`src/rtl/mcif_rd_dma_client.sv`:
```
// Per-client MCIF read DMA front end: splits one command into bursts and streams the returned beats to the client.
// Define MCIF_RD_4K_SPLIT_EN to also clip bursts so they never cross a 4 KB address boundary.
`ifndef AXI_DATA_WIDTH
`define AXI_DATA_WIDTH 128
`endif
`ifndef log2MAX_BURST_ATOM_CUBE
`define log2MAX_BURST_ATOM_CUBE 4
`endif

module mcif_rd_dma_client #(
   parameter int CNT_WIDTH  = 24,
   parameter int ATOM_BYTES = `AXI_DATA_WIDTH / 8,
   parameter int LEN_W      = `log2MAX_BURST_ATOM_CUBE
) (
   input  logic                       clk,
   input  logic                       rst_n,
   input  logic                       cmd_vld,
   output logic                       cmd_rdy,
   input  logic [31:0]                cmd_addr,
   input  logic [CNT_WIDTH-1:0]       cmd_atoms,
   output logic                       rd_req_vld,
   input  logic                       rd_req_rdy,
   output logic [LEN_W+31:0]          rd_req_pd,
   input  logic                       rd_resp_vld,
   output logic                       rd_resp_rdy,
   input  logic [`AXI_DATA_WIDTH-1:0] rd_resp_pd,
   output logic                       rd_fifo_pop,
   output logic                       out_vld,
   input  logic                       out_rdy,
   output logic [`AXI_DATA_WIDTH-1:0] out_pd,
   output logic                       busy,
   output logic                       done
);

   localparam int ATOM_SHIFT = $clog2(ATOM_BYTES);
   localparam int MW0        = (CNT_WIDTH > 13) ? CNT_WIDTH : 13;
   localparam int MW         = (MW0 > LEN_W + 1) ? MW0 : LEN_W + 1;
   localparam logic [MW-1:0] MAX_BURST  = MW'(1) << LEN_W;
   localparam logic [31:0]   ALIGN_MASK = 32'(ATOM_BYTES - 1);

   typedef enum logic [1:0] {IDLE, ISSUE, WAIT, DONE} state_e;

   state_e                 state_q, state_d;
   logic [31:0]            cur_addr_q, cur_addr_d;
   logic [CNT_WIDTH-1:0]   req_left_q, req_left_d;
   logic [CNT_WIDTH-1:0]   beat_left_q, beat_left_d;
   logic                   req_vld_q, req_vld_d;
   logic [LEN_W+31:0]      req_pd_q, req_pd_d;

   logic                   cmd_hs;
   logic                   beat_hs;
   logic                   can_load;
   logic                   load;
   logic [31:0]            burst_addr;
   logic [CNT_WIDTH-1:0]   burst_left;
   logic [MW-1:0]          burst;
`ifdef MCIF_RD_4K_SPLIT_EN
   logic [12:0]            to_4k;
`endif

   // Response path is a pure pass-through; only the credit count is tapped off it.
   assign out_vld     = rd_resp_vld;
   assign out_pd      = rd_resp_pd;
   assign rd_resp_rdy = out_rdy;
   assign rd_fifo_pop = rd_resp_vld & out_rdy;
   assign beat_hs     = rd_fifo_pop;

   assign cmd_rdy    = rst_n & (state_q == IDLE);
   assign cmd_hs     = cmd_vld & cmd_rdy;
   assign busy       = (state_q != IDLE);
   assign done       = (state_q == DONE);
   assign rd_req_vld = req_vld_q;
   assign rd_req_pd  = req_pd_q;

   // The first burst is loaded straight from the command so the request appears one cycle after acceptance.
   assign can_load = ~req_vld_q | rd_req_rdy;
   assign load     = ((state_q == IDLE) && cmd_hs && (cmd_atoms != '0)) ||
                     ((state_q == ISSUE) && can_load && (req_left_q != '0));

   always_comb begin
      burst_addr = (state_q == IDLE) ? (cmd_addr & ~ALIGN_MASK) : cur_addr_q;
      burst_left = (state_q == IDLE) ? cmd_atoms : req_left_q;
      burst      = MW'(burst_left);
      if (burst > MAX_BURST) burst = MAX_BURST;
`ifdef MCIF_RD_4K_SPLIT_EN
      to_4k = (13'h1000 - {1'b0, burst_addr[11:0]}) >> ATOM_SHIFT;
      if (burst > MW'(to_4k)) burst = MW'(to_4k);
`endif
   end

   // NOTE: every always_comb output gets a default first so no path leaves it unassigned (no latch).
   always_comb begin
      state_d     = state_q;
      cur_addr_d  = cur_addr_q;
      req_left_d  = req_left_q;
      beat_left_d = beat_left_q;
      req_vld_d   = req_vld_q;
      req_pd_d    = req_pd_q;

      if (beat_hs && (state_q == ISSUE || state_q == WAIT) && (beat_left_q != '0))
         beat_left_d = beat_left_q - CNT_WIDTH'(1);

      if (load) begin
         req_vld_d  = 1'b1;
         req_pd_d   = {LEN_W'(burst - MW'(1)), burst_addr};
         cur_addr_d = burst_addr + (32'(burst) << ATOM_SHIFT);
         req_left_d = burst_left - CNT_WIDTH'(burst);
      end else if (state_q == ISSUE && can_load) begin
         req_vld_d = 1'b0;
      end

      case (state_q)
         IDLE: begin
            if (cmd_hs) begin
               beat_left_d = cmd_atoms;
               state_d     = (cmd_atoms == '0) ? DONE : ISSUE;
            end
         end
         ISSUE: begin
            if (can_load && (req_left_q == '0))
               state_d = (beat_left_d == '0) ? DONE : WAIT;
         end
         WAIT: begin
            if (beat_left_d == '0) state_d = DONE;
         end
         DONE:    state_d = IDLE;
         default: state_d = IDLE;
      endcase
   end

   // NOTE: sequential state uses non-blocking assignments so all registers update together at the edge.
   always_ff @(posedge clk or negedge rst_n) begin
      if (!rst_n) begin
         state_q     <= IDLE;
         cur_addr_q  <= '0;
         req_left_q  <= '0;
         beat_left_q <= '0;
         req_vld_q   <= 1'b0;
         req_pd_q    <= '0;
      end else begin
         state_q     <= state_d;
         cur_addr_q  <= cur_addr_d;
         req_left_q  <= req_left_d;
         beat_left_q <= beat_left_d;
         req_vld_q   <= req_vld_d;
         req_pd_q    <= req_pd_d;
      end
   end

endmodule

```
`config.mk`:
```
export PLATFORM = sky130hd
export DESIGN_NAME = mcif_rd_dma_client
export DESIGN_NICKNAME = d
export VERILOG_FILES = /design/src/rtl/mcif_rd_dma_client.sv
export SDC_FILE = /design/constraint.sdc
export NUM_CORES = 1
export LEC_CHECK = 0
export ABC_AREA = 1
export CORE_MARGIN = 1
export CORE_UTILIZATION = 49
export CTS_CLUSTER_DIAMETER = 50
export DETAILED_ROUTE_END_ITERATION = 7
export GPL_TIMING_DRIVEN = 0
export PLACE_DENSITY = 0.88
export SLEW_MARGIN = 10
export SYNTH_ARGS = -nofsm -noshare
export SYNTH_HDL_FRONTEND = slang
export SYNTH_SLANG_ARGS = --single-unit
```
`constraint.sdc`:
```
create_clock -name clk -period 6 [get_ports clk]
set_clock_uncertainty 0.15 [all_clocks]
set_input_delay 0.6 -clock clk [delete_from_list [all_inputs] [get_ports clk]]
set_output_delay 0.6 -clock clk [all_outputs]
set_load 0.02 [all_outputs]
```
==> results by group <==
Setup path
  – Worst Path Buf+Inv: 6
  – Reg2reg start: state_q[0]
  – Critical Path RT: 6.10 ns
  – Crit path capture: cur_addr_q[30]
  – Crit path depth: 25
  – Crit path from: state_q[0]
  – Worst r2r dst: cur_addr_q[30]
  – CP Max Fanout: 10
  – CP max stage delay: around 0.43 ns
  – FF-to-FF setup slack: about 1.3 ns
  – Crit-path slowest cell: dfrtp_1
  – CP startpoint kind: flop
  – WP data arrival: between 4 and 5 ns
  – Crit Path Category: reg -> reg
  – Crit end category: flop
  – CP top delay family: compound AO/OA/AOI/OAI gates
  – Reg2Reg Depth: 25

Floorplan
  – Height of the chip: between 100 and 150 µm
  – Cell row count: 50
  – Core ar.: about 19000 µm²
  – Die area: between 15000 and 20000 µm²
  – I/O Pins: roughly 360
  – Die Wd: between 100 and 150 µm
  – Starting Density: 0.4987

Place
  – Final HPWL DP: approximately 24000 µm
  – GP Congestion: 0.9974
  – Placed Cells: 1853
  – PortBufs: about 220
  – Worst slack at placement: about 1.3 ns

STA
  – Tmin final: 4.749 ns
  – Final WS setup: 1.251 ns
  – RSZ-0062 raised after global routing: false
  – Slew at the pin closest to its max-slew limit: ~0.77 ns
  – Setup TNS: 0 ns
  – Slew Limit Fails: 0
  – Final critical-path share of the clock period: 0.7915
  – Fmax: around 210 MHz
  – Relative slew slack: 0.4878
  – Setup violators final: 0
  – Final hold vios: 0

Pwr
  – Lkg Pwr: about 5.9 nW
  – Total power: approximately 6.1 mW
  – Peak supply drop: just under 0.0003 V
  – Power Dens Cells: slightly below 500 nW/µm²

Worst hold path
  – Worst min path class: reg -> reg

Drt
  – DR iter-0 viols: 775
  – Final antenna-violating net count: 0
  – Metal3 WL: approximately 2300 µm
  – DRT Pass-1 Iters: 5
  – DRT met1 WL: around 12000 µm
  – DR top layer: met4
  – Via-to-Cell Ratio: 5.291
  – DRC: 0
  – Met2 WL: about 14000 µm
  – Post-Route WL: 29890 µm
  – Via count: roughly 10000
  – WL per Instance: approximately 16 µm

Clock network
  – Clock sink count: 111
  – Root Buffer: clkbuf_16
  – Worst-path clk slew: approximately 0.080 ns
  – TritonCTS clock tree: done
  – # hold bufs at CTS: 1
  – Worst skew pair latency: about 0.36 ns
  – H-tree depth: 3
  – Cts bufs inserted: 9
  – Post-CTS resize count: 0
  – Post-CTS setup buffer count: 0
  – Longest Clk Path Bufs: 2

Finish
  – Nets@finish: around 1900
  – Fillers: approximately 1600
  – Most frequent cells in the layout: nand2_1 (414), clkdlybuf4s50_1 (223), nor2_1 (135), buf_4 (135), inv_1 (122)
  – Area delta synth->final: 31.66%
  – Finished Layout Cells: 1869
  – Commonest non-fill, non-tap cell in the layout: nand2_1
  – N_diodes: 0
  – Share of layout cells above drive strength 1: 0.1431

Global route
  – Total GRT Usage: 0.3056
  – First-pass GRT wire length: approximately 47000 µm
  – Vias in the first global route: around 9400
  – Largest net degree at the start of global routing: 82
  – Gr ovfl total: 0
  – Initial antenna violation count: 0

Synthesis
  – Syn Area/Cell: approximately 6.8 µm²
  – Post-synthesis cell area: approximately 9300 µm²
  – Post-Synthesis Cells: about 1400
  – Seq cells post-synth: approximately 110
  – Top FF cell, synth: dfrtp_1
  – Unique cell type count in the Yosys netlist: 51
  – Asr flop ratio synth: 1.000
  – Post-synth EDFFs: 0
  – Number of synthesis warnings: 0
  – Sequential area share after synthesis: 0.2978

Outcome
  – Run status: completed

Run
  – Max-cap violation count: 0
## layout make-up
type	count	area [µm²]	area share
multi-input combinational	983	4920	0.4006
sequential	111	2778	0.2262
timing repair buffer	226	2281	0.1857
buffer	172	1226	0.09985
inverter	128	486.7	0.03963
tap	234	292.8	0.02384
clock buffer	9	225.2	0.01834
clock inverter	6	71.32	0.005807
## routing by layer
layer,global-route usage,vias to the layer above
met5,0,-
met4,0.1394,0
met3,0.03453,81
met2,0.5132,492
met1,0.3958,4545
li1,-,4771
## how the worst min path moves through the flow
stage,startpoint,to,slack (ns),cells past startpoint
floorplan,rst_n,beat_left_q[0],0.15,0
CTS,rd_req_pd[28],rd_req_pd[28],0.33,2
finish,rd_req_pd[28],rd_req_pd[28],0.33,2
global placement,rd_req_pd[27],rd_req_pd[27],0.31,2
detailed placement,rd_req_pd[8],rd_req_pd[8],0.31,2
global route,rd_req_pd[27],rd_req_pd[27],0.34,2
## state kept, by name, summed over array words and instances (netlist names)
| signal | flops |
|---|---|
| beat_left_q | 24 |
| cur_addr_q | 28 |
| rd_req_pd | 32 |
| rd_req_vld | 1 |
| req_left_q | 24 |
| state_q | 2 |
## through the flow
step	utilization	hold WS [ns]	area [µm²]
after detailed placement	0.6401	0.3123	11970
after CTS	0.6565	0.3318	12280
final	0.6565	0.3274	12280
after global placement	0.6386	0.3093	11950
after floorplan	-	0.1544	9410
after global routing	0.6565	0.3419	12280
## synth_stat cells, types with 13 or more instances
library cell  number  share of area
nor2_1           135          0.054
ha_1              32          0.043
inv_1            122          0.049
nand2_2           16          0.011
dfrtp_1          111           0.30
a21oi_1           34          0.018
nand2_1          414           0.17
buf_4            135           0.11
nand4_1           24          0.016
nand3_1           58          0.031
clkbuf_1          18         0.0072
a31oi_1           24          0.016
xnor2_1           13          0.012
o21ai_0           90          0.048
o21ai_1           13         0.0070
## cell families after synthesis
logic type / after synthesis / share of synthesized area
other cells: 2 / 0.0008051
fa+ha+maj: 33 / 0.04507
xor+xnor: 25 / 0.02347
mux: 2 / 0.002146
flops: 111 / 0.2978
buf+inv: 300 / 0.1836
compound gates: 193 / 0.1191
simple gates: 706 / 0.3280
## report_power, final
part	leakage [nW]	switching (mW)	internal, mW
logic	4.46	2.57	1.47
registers	1.35	0.281	1.12
clock network	0.143	0.298	0.326
total	5.95	3.15	2.91
## worst register-to-register path, delay by kind of cell, from the launching register on
family                   cells  cell delay (ns)
flip-flops                   1             0.43
AO/OA/AOI/OAI                6             1.39
adder cells (fa/ha/maj)      3             0.79
buffers and inverters        6             0.71
AND/OR/NAND/NOR             10             1.16
Note: power is estimated with default switching activity, not from simulation.
